File: src/rtl/dram_training_seq.sv
// rtl/dram_training_seq.sv - DRAM training step sequencer between the APB start/done bits and the PHY training engine
// Runs single steps or the full ZQ..WR_DQ chain through a req/ack/done handshake, with timeout supervision.
module dram_training_seq #(
   parameter int TIMEOUT = 4096,
   parameter int STEP_W  = 3
) (
   input  logic              pclk_i,
   input  logic              prst_i,
   input  logic              zq_training_start_i,
   input  logic              ca_training_start_i,
   input  logic              wr_lvl_training_start_i,
   input  logic              rd_gate_training_start_i,
   input  logic              rd_lvl_training_start_i,
   input  logic              wr_dq_training_start_i,
   input  logic              all_training_start_i,
   output logic              zq_training_done_o,
   output logic              ca_training_done_o,
   output logic              wr_lvl_training_done_o,
   output logic              rd_gate_training_done_o,
   output logic              rd_lvl_training_done_o,
   output logic              wr_dq_training_done_o,
   output logic              all_training_done_o,
   output logic              eng_req_o,
   output logic [STEP_W-1:0] eng_step_o,
   input  logic              eng_ack_i,
   input  logic              eng_done_i,
   input  logic              eng_fail_i,
   output logic              busy_o,
   output logic              fail_o,
   output logic [STEP_W-1:0] fail_step_o
);

   localparam int               CNT_W      = (TIMEOUT > 0) ? $clog2(TIMEOUT + 1) : 1;
   localparam logic [CNT_W-1:0] CNT_MAX    = {CNT_W{1'b1}};
   localparam logic [CNT_W-1:0] CNT_LAST   = CNT_W'(TIMEOUT - 1);
   localparam logic [STEP_W-1:0] STEP_LAST = STEP_W'(5);
   localparam int               ALL        = 6;

   typedef enum logic [1:0] {S_IDLE, S_REQ, S_RUN} state_t;

   state_t            state_q, state_d;
   logic [STEP_W-1:0] step_q, step_d;
   logic [STEP_W-1:0] fail_step_q, fail_step_d;
   logic [6:0]        done_q, done_d;
   logic [6:0]        start_prev_q;
   logic [6:0]        start_vec, start_edge;
   logic              all_mode_q, all_mode_d;
   logic              fail_q, fail_d;
   logic [CNT_W-1:0]  cnt_q, cnt_d;
   logic              timeout_hit;
   logic              step_fail;

   // Bit index doubles as the engine step code for bits 0..5.
   assign start_vec   = {all_training_start_i, wr_dq_training_start_i, rd_lvl_training_start_i,
                         rd_gate_training_start_i, wr_lvl_training_start_i, ca_training_start_i,
                         zq_training_start_i};
   assign start_edge  = start_vec & ~start_prev_q;
   assign timeout_hit = (TIMEOUT != 0) && (cnt_q == CNT_LAST);

   always_comb begin
      state_d     = state_q;
      step_d      = step_q;
      all_mode_d  = all_mode_q;
      done_d      = done_q;
      fail_d      = fail_q;
      fail_step_d = fail_step_q;
      step_fail   = 1'b0;
      cnt_d       = (state_q == S_IDLE || cnt_q == CNT_MAX) ? cnt_q : cnt_q + 1'b1;

      case (state_q)
         S_IDLE: begin
            if (start_edge != '0) begin
               state_d     = S_REQ;
               cnt_d       = '0;
               fail_d      = 1'b0;
               fail_step_d = '0;
               if (start_edge[ALL]) begin
                  all_mode_d = 1'b1;
                  step_d     = '0;
                  done_d     = '0;
               end else begin
                  all_mode_d = 1'b0;
                  // Descending scan so the lowest-numbered edge wins.
                  for (int i = 5; i >= 0; i--) begin
                     if (start_edge[i]) step_d = STEP_W'(i);
                  end
                  done_d[step_d] = 1'b0;
               end
            end
         end
         S_REQ: begin
            if (timeout_hit) step_fail = 1'b1;
            else if (eng_ack_i) state_d = S_RUN;
         end
         S_RUN: begin
            if (eng_fail_i || (timeout_hit && !eng_done_i)) begin
               step_fail = 1'b1;
            end else if (eng_done_i) begin
               done_d[step_q] = 1'b1;
               if (all_mode_q && step_q != STEP_LAST) begin
                  step_d  = step_q + 1'b1;
                  state_d = S_REQ;
                  cnt_d   = '0;
               end else begin
                  if (all_mode_q) done_d[ALL] = 1'b1;
                  state_d    = S_IDLE;
                  step_d     = '0;
                  all_mode_d = 1'b0;
               end
            end
         end
         default: state_d = S_IDLE;
      endcase

      if (step_fail) begin
         fail_d      = 1'b1;
         fail_step_d = step_q;
         state_d     = S_IDLE;
         step_d      = '0;
         all_mode_d  = 1'b0;
      end
   end

   always_ff @(posedge pclk_i) begin
      if (prst_i) begin
         state_q      <= S_IDLE;
         step_q       <= '0;
         all_mode_q   <= 1'b0;
         done_q       <= '0;
         fail_q       <= 1'b0;
         fail_step_q  <= '0;
         cnt_q        <= '0;
         start_prev_q <= '0;
      end else begin
         state_q      <= state_d;
         step_q       <= step_d;
         all_mode_q   <= all_mode_d;
         done_q       <= done_d;
         fail_q       <= fail_d;
         fail_step_q  <= fail_step_d;
         cnt_q        <= cnt_d;
         start_prev_q <= start_vec;
      end
   end

   assign eng_req_o               = (state_q == S_REQ);
   assign eng_step_o              = step_q;
   assign busy_o                  = (state_q != S_IDLE);
   assign fail_o                  = fail_q;
   assign fail_step_o             = fail_step_q;
   assign zq_training_done_o      = done_q[0];
   assign ca_training_done_o      = done_q[1];
   assign wr_lvl_training_done_o  = done_q[2];
   assign rd_gate_training_done_o = done_q[3];
   assign rd_lvl_training_done_o  = done_q[4];
   assign wr_dq_training_done_o   = done_q[5];
   assign all_training_done_o     = done_q[6];

endmodule

File: config.mk
export PLATFORM = sky130hd
export DESIGN_NAME = dram_training_seq
export DESIGN_NICKNAME = d
export VERILOG_FILES = /design/src/rtl/dram_training_seq.sv
export SDC_FILE = /design/constraint.sdc
export NUM_CORES = 1
export LEC_CHECK = 0
export BUFFER_PORTS_ARGS = -buffer_cell sky130_fd_sc_hd__buf_2
export CORE_ASPECT_RATIO = 1.4
export CORE_MARGIN = 2
export CORE_UTILIZATION = 35
export DETAILED_ROUTE_END_ITERATION = 12
export PLACE_DENSITY = 0.61
export SLEW_MARGIN = 0
export SYNTH_ARGS = -nofsm -noshare
export SYNTH_HDL_FRONTEND = slang
export SYNTH_SLANG_ARGS = --single-unit
File: constraint.sdc
create_clock -name pclk_i -period 1.59 [get_ports pclk_i]
set_input_delay 0.2385 -clock pclk_i [delete_from_list [all_inputs] [get_ports pclk_i]]
set_output_delay 0.2385 -clock pclk_i [all_outputs]
set_load 0.005 [all_outputs]
==> results list <==
* Cell internal pwr: between 2000 and 2500 uW
- The run finished, with violations left.
- Die Span Y: ~90 um
- In this run the tightest slew margin relative to its limit is between 70% and 80%.
- Post-detailed-route via-to-cell ratio: between 5 and 6
- The tree built by TritonCTS fans out to 37 sinks.
- Cell Pwr Density: between 1000 and 1500 mW/mm^2
* Core area: ~0.0054 sq mm
- Area taken by multi-input logic gates: 0.00137 sq mm
- For this design the static power due to leakage is about 0.0012 uW.
* Detailed Route Iter0 Violations: between 100 and 150
* Dominant combinational cell family by area after synthesis: simple AND/OR/NAND/NOR gates
- Startpoint Class: flop
- Post-Synth Simple-Gate Area: between 20% and 30%
- Maximum ir drop on the vdd rail: roughly 500 uV
- Counting every instance in the synthesized netlist gives 225.
* Clock-pin slew on the worst setup and hold paths: about 0.080 ns
- Across all register-to-register paths, the minimum setup slack is -0.11 ns.
- The number of global-route vias before repair was 1,987.
* FF+latch count, synth: 37
- The first global-routing pass estimated between 9000 and 10,000 um of wire.
- Worst Hold Endpoint: start_prev_q[3]
- The max-slew violation total from the final report was 0.
- Yosys mapped the design onto 48 distinct sky130hd cell types.
* # port buffers: 27
- Synthesis warning total: 0
- Number of hold-repair buffers added at the cts stage: 0
- In this run the cell area of the synthesized design comes to slightly below 0.002 sq mm.
- The clock tree synthesis step divided the H-tree into 2 levels.
* Count of nets left with antenna violations after detail routing: 0
- Clock root cell: clkbuf_8
- Of the total synthesized cell area, the portion taken by XOR and XNOR cells is around 4.0%.
- Combinational power share: 39.7%
* Share of total power in the clock network: 26.8%
* Avg Cell Area, Syn: 8.70 sq um
- Number of antenna repair diodes: 0
* Failing checks: negative setup slack
- Across the whole layout, storage elements account for approximately 760 sq um.
- Starting density of the core: between 30% and 40%
- For the finished layout, the period the worst path requires is 1.70 ns.
- Max-cap violations in this run came to 0.
- The synthesized netlist devotes ~20% of its cell area to compound gates.
* Post-layout instance area: approximately 0.0030 sq mm
- For the pin with the worst max-slew slack, the measured transition is roughly 0.36 ns.
- On the final layout, the worst clock skew is around 0.013 ns.
- I/O pin count: 28
* Number of buffers on the longest clock path: 2
- Biggest area contributors in the synthesized netlist: dfxtp_1, nor2b_1, nor2_1
- Of the cells placed in the final design, the portion with a size suffix greater than 1 is between 40% and 50%.
- TritonCTS built the clock tree.
- Synth-to-Final Area Change: 51.9%
- Wires add up to 5400 um.
- DR vias: 1,973
- Class of the most critical hold timing path: input port to flop
- Fill cell count: around 530
* Post-detailed-route DRC marker count: 0
* Post-synthesis net count: 244
- Psw: a little under 1000 uW
- Unrepaired setup endpoints after global routing: yes
- STA puts the critical path data required time at between 1.5 and 2 ns.
* Post-route core utilization: about 55%
- The worst hold path begins at rd_gate_training_start_i.
- Number of flops mapped to enable cells by yosys: 0
- Net switching is between 30% and 40% of the power.
- Worst-case reg-to-reg path depth: 7
- After global routing the overflow that remains totals 0.
* Proportion of synthesized flip-flops having asynchronous set or reset: 0%
- Top cell type by total area after synthesis: dfxtp_1
- Area of the die: 0.00621 sq mm
* Number of standard-cell rows in the floorplan: 32
- Dominant cell by count in the synthesized netlist: dfxtp_1
- Global placer's final weighted congestion: around 0.87
- Placement Cell Area: around 0.0025 sq mm
- Post-synthesis sequential area ratio: 37.9%
- Peak fanout along the critical path: 6
* Area share of the leading cell type in the synthesized netlist: 37.9%
- The endpoint identified for the worst register-to-register timing path is state_q[1].
* Pin count of the biggest net entering global routing: 15
- Max frequency: a little under 0.6 GHz
- Initial antenna violation count: 0
- In the final routed layout, each cell accounts on average for 14.1 um.
- The startpoint identified for the worst register-to-register timing path is state_q[1].
* Clock latency of the later-clocked register in the worst-skew pair: slightly below 0.3 ns
- For the worst setup path, the data arrival time is 1.88 ns.
- Nature of the critical path endpoint: flop
- Ranked by instance count, the synthesized netlist is headed by dfxtp_1, nor2_1, nand2_1, nor2b_1, nand2b_1.
* Fin nets: around 330
- Summed over all nets, the half-perimeter wirelength after detailed placement is 4050 um.
* Worst setup margin: -0.110 ns
- Number of failing hold endpoints at the final stage: 0
- For this run, the leading register cell type out of synthesis is dfxtp_1.
- Post-route fraction of the period consumed by the critical path: 107%
- The synthesized netlist devotes under 10% of its cell area to adder and majority cells.
* Multiplexer area fraction after synthesis: 0.512%
- GRT Util Overall: a little under a fifth
* Relative contribution of sequential cells to total power: about 34%
* Startpoint-to-endpoint class of the critical path: flop to flop
* Number of setup violations in the final report: 13
- For this run, the detailed router's first-pass iteration total came to 4.
- Number of buffers created by CTS: 5
- The floorplan step set the die width to ~67 um.
- Worst setup timing slack at the placement stage: -0.157 ns
* Number of instances on the worst hold path: 2
## state kept, by name, summed over array words and instances (netlist names)
register / flops
done_q: 7
state_q: 2
fail_o: 1
cnt_q: 13
start_prev_q: 7
eng_step_o: 3
all_mode_q: 1
fail_step_o: 3
## cell type report
class	instances	share of cell area, %
clock buffers	6	2.44
flip-flops and latches	37	25.5
clock inverters	2	1.31
inverters	11	1.56
repair buffers	87	20.3
well taps	68	2.86
multi-input cells	171	46.0
## placed cells by master, fill, tap and decap left out, types with 6 or more instances in the layout
| master | netlist | routed |
|---|---|---|
| nor2_1 | 24 | 21 |
| nand3_1 | 7 | 6 |
| dfxtp_1 | 37 | 27 |
| buf_2 | 2 | 27 |
| a31oi_1 | 7 | 6 |
| buf_4 | 0 | 55 |
| nor2b_1 | 17 | 16 |
| nor3_1 | 8 | 6 |
| inv_1 | 11 | 7 |
| nand2_1 | 19 | 18 |
| dfxtp_2 | 0 | 8 |
| xnor2_1 | 8 | 8 |
| nand2b_1 | 13 | 12 |
## layer usage
metal | wire length (um) | GRT usage [%]
met5 | 0 | 0
met4 | 85 | 8.33
met3 | 124 | 3.65
met2 | 3030 | 35.1
met1 | 2170 | 20.4
## worst max-delay path, stage by stage (launching register included)
cell	delay, ns
dfxtp_4	0.37
inv_4	0.08
ha_4	0.13
inv_2	0.03
a2111o_1	0.47
a21boi_4	0.24
or2_4	0.22
a211oi_2	0.05
## power by group through the flow
stage	registers, uW	logic (uW)	clock network, uW
final	1020	1210	817
after global routing	1030	1320	877
after CTS	1020	1020	842
after detailed placement	1030	948	0
after global placement	1030	941	0
after floorplan	1040	464	0
## worst max-delay path by stage
stage / from / endpoint / slack (ns) / depth (start not counted)
after CTS: state_q[0] / fail_step_o[0] / -0.10 / 7
after global routing: state_q[1] / fail_step_o[2] / -0.18 / 7
after floorplan: state_q[1] / eng_step_o[1] / -0.08 / 8
final: state_q[1] / state_q[1] / -0.11 / 7
after detailed placement: state_q[1] / state_q[0] / -0.16 / 7
after global placement: state_q[1] / state_q[0] / -0.10 / 7
## per-stage QoR
stage                     std cells  hold slack [ns]  total power, uW  setup TNS (ns)
after floorplan                 225            0.367             1510          -0.581
after CTS                       374            0.167             2890           -1.01
after detailed placement        364            0.451             1980           -1.86
after global placement          364            0.453             1970          -0.678
after global routing            382            0.170             3220           -2.57
final                           382            0.170             3050           -1.09
## logic make-up (layout without fill, tap and decap cells)
kind of cell | count (synthesis) | count (layout)
fa+ha+maj | 7 | 7
flops | 37 | 37
mux | 1 | 1
simple gates | 106 | 106
xor+xnor | 9 | 9
compound gates | 48 | 48
buf+inv | 17 | 106
## what timing repair did
action                     in CTS  in global routing
setup endpoints to repair      31                 31
resized for setup              15                 44
pin swaps                       9                 23
buffers inserted                2                  7
gates cloned                    0                  1
(Power assumes the default switching activity.)
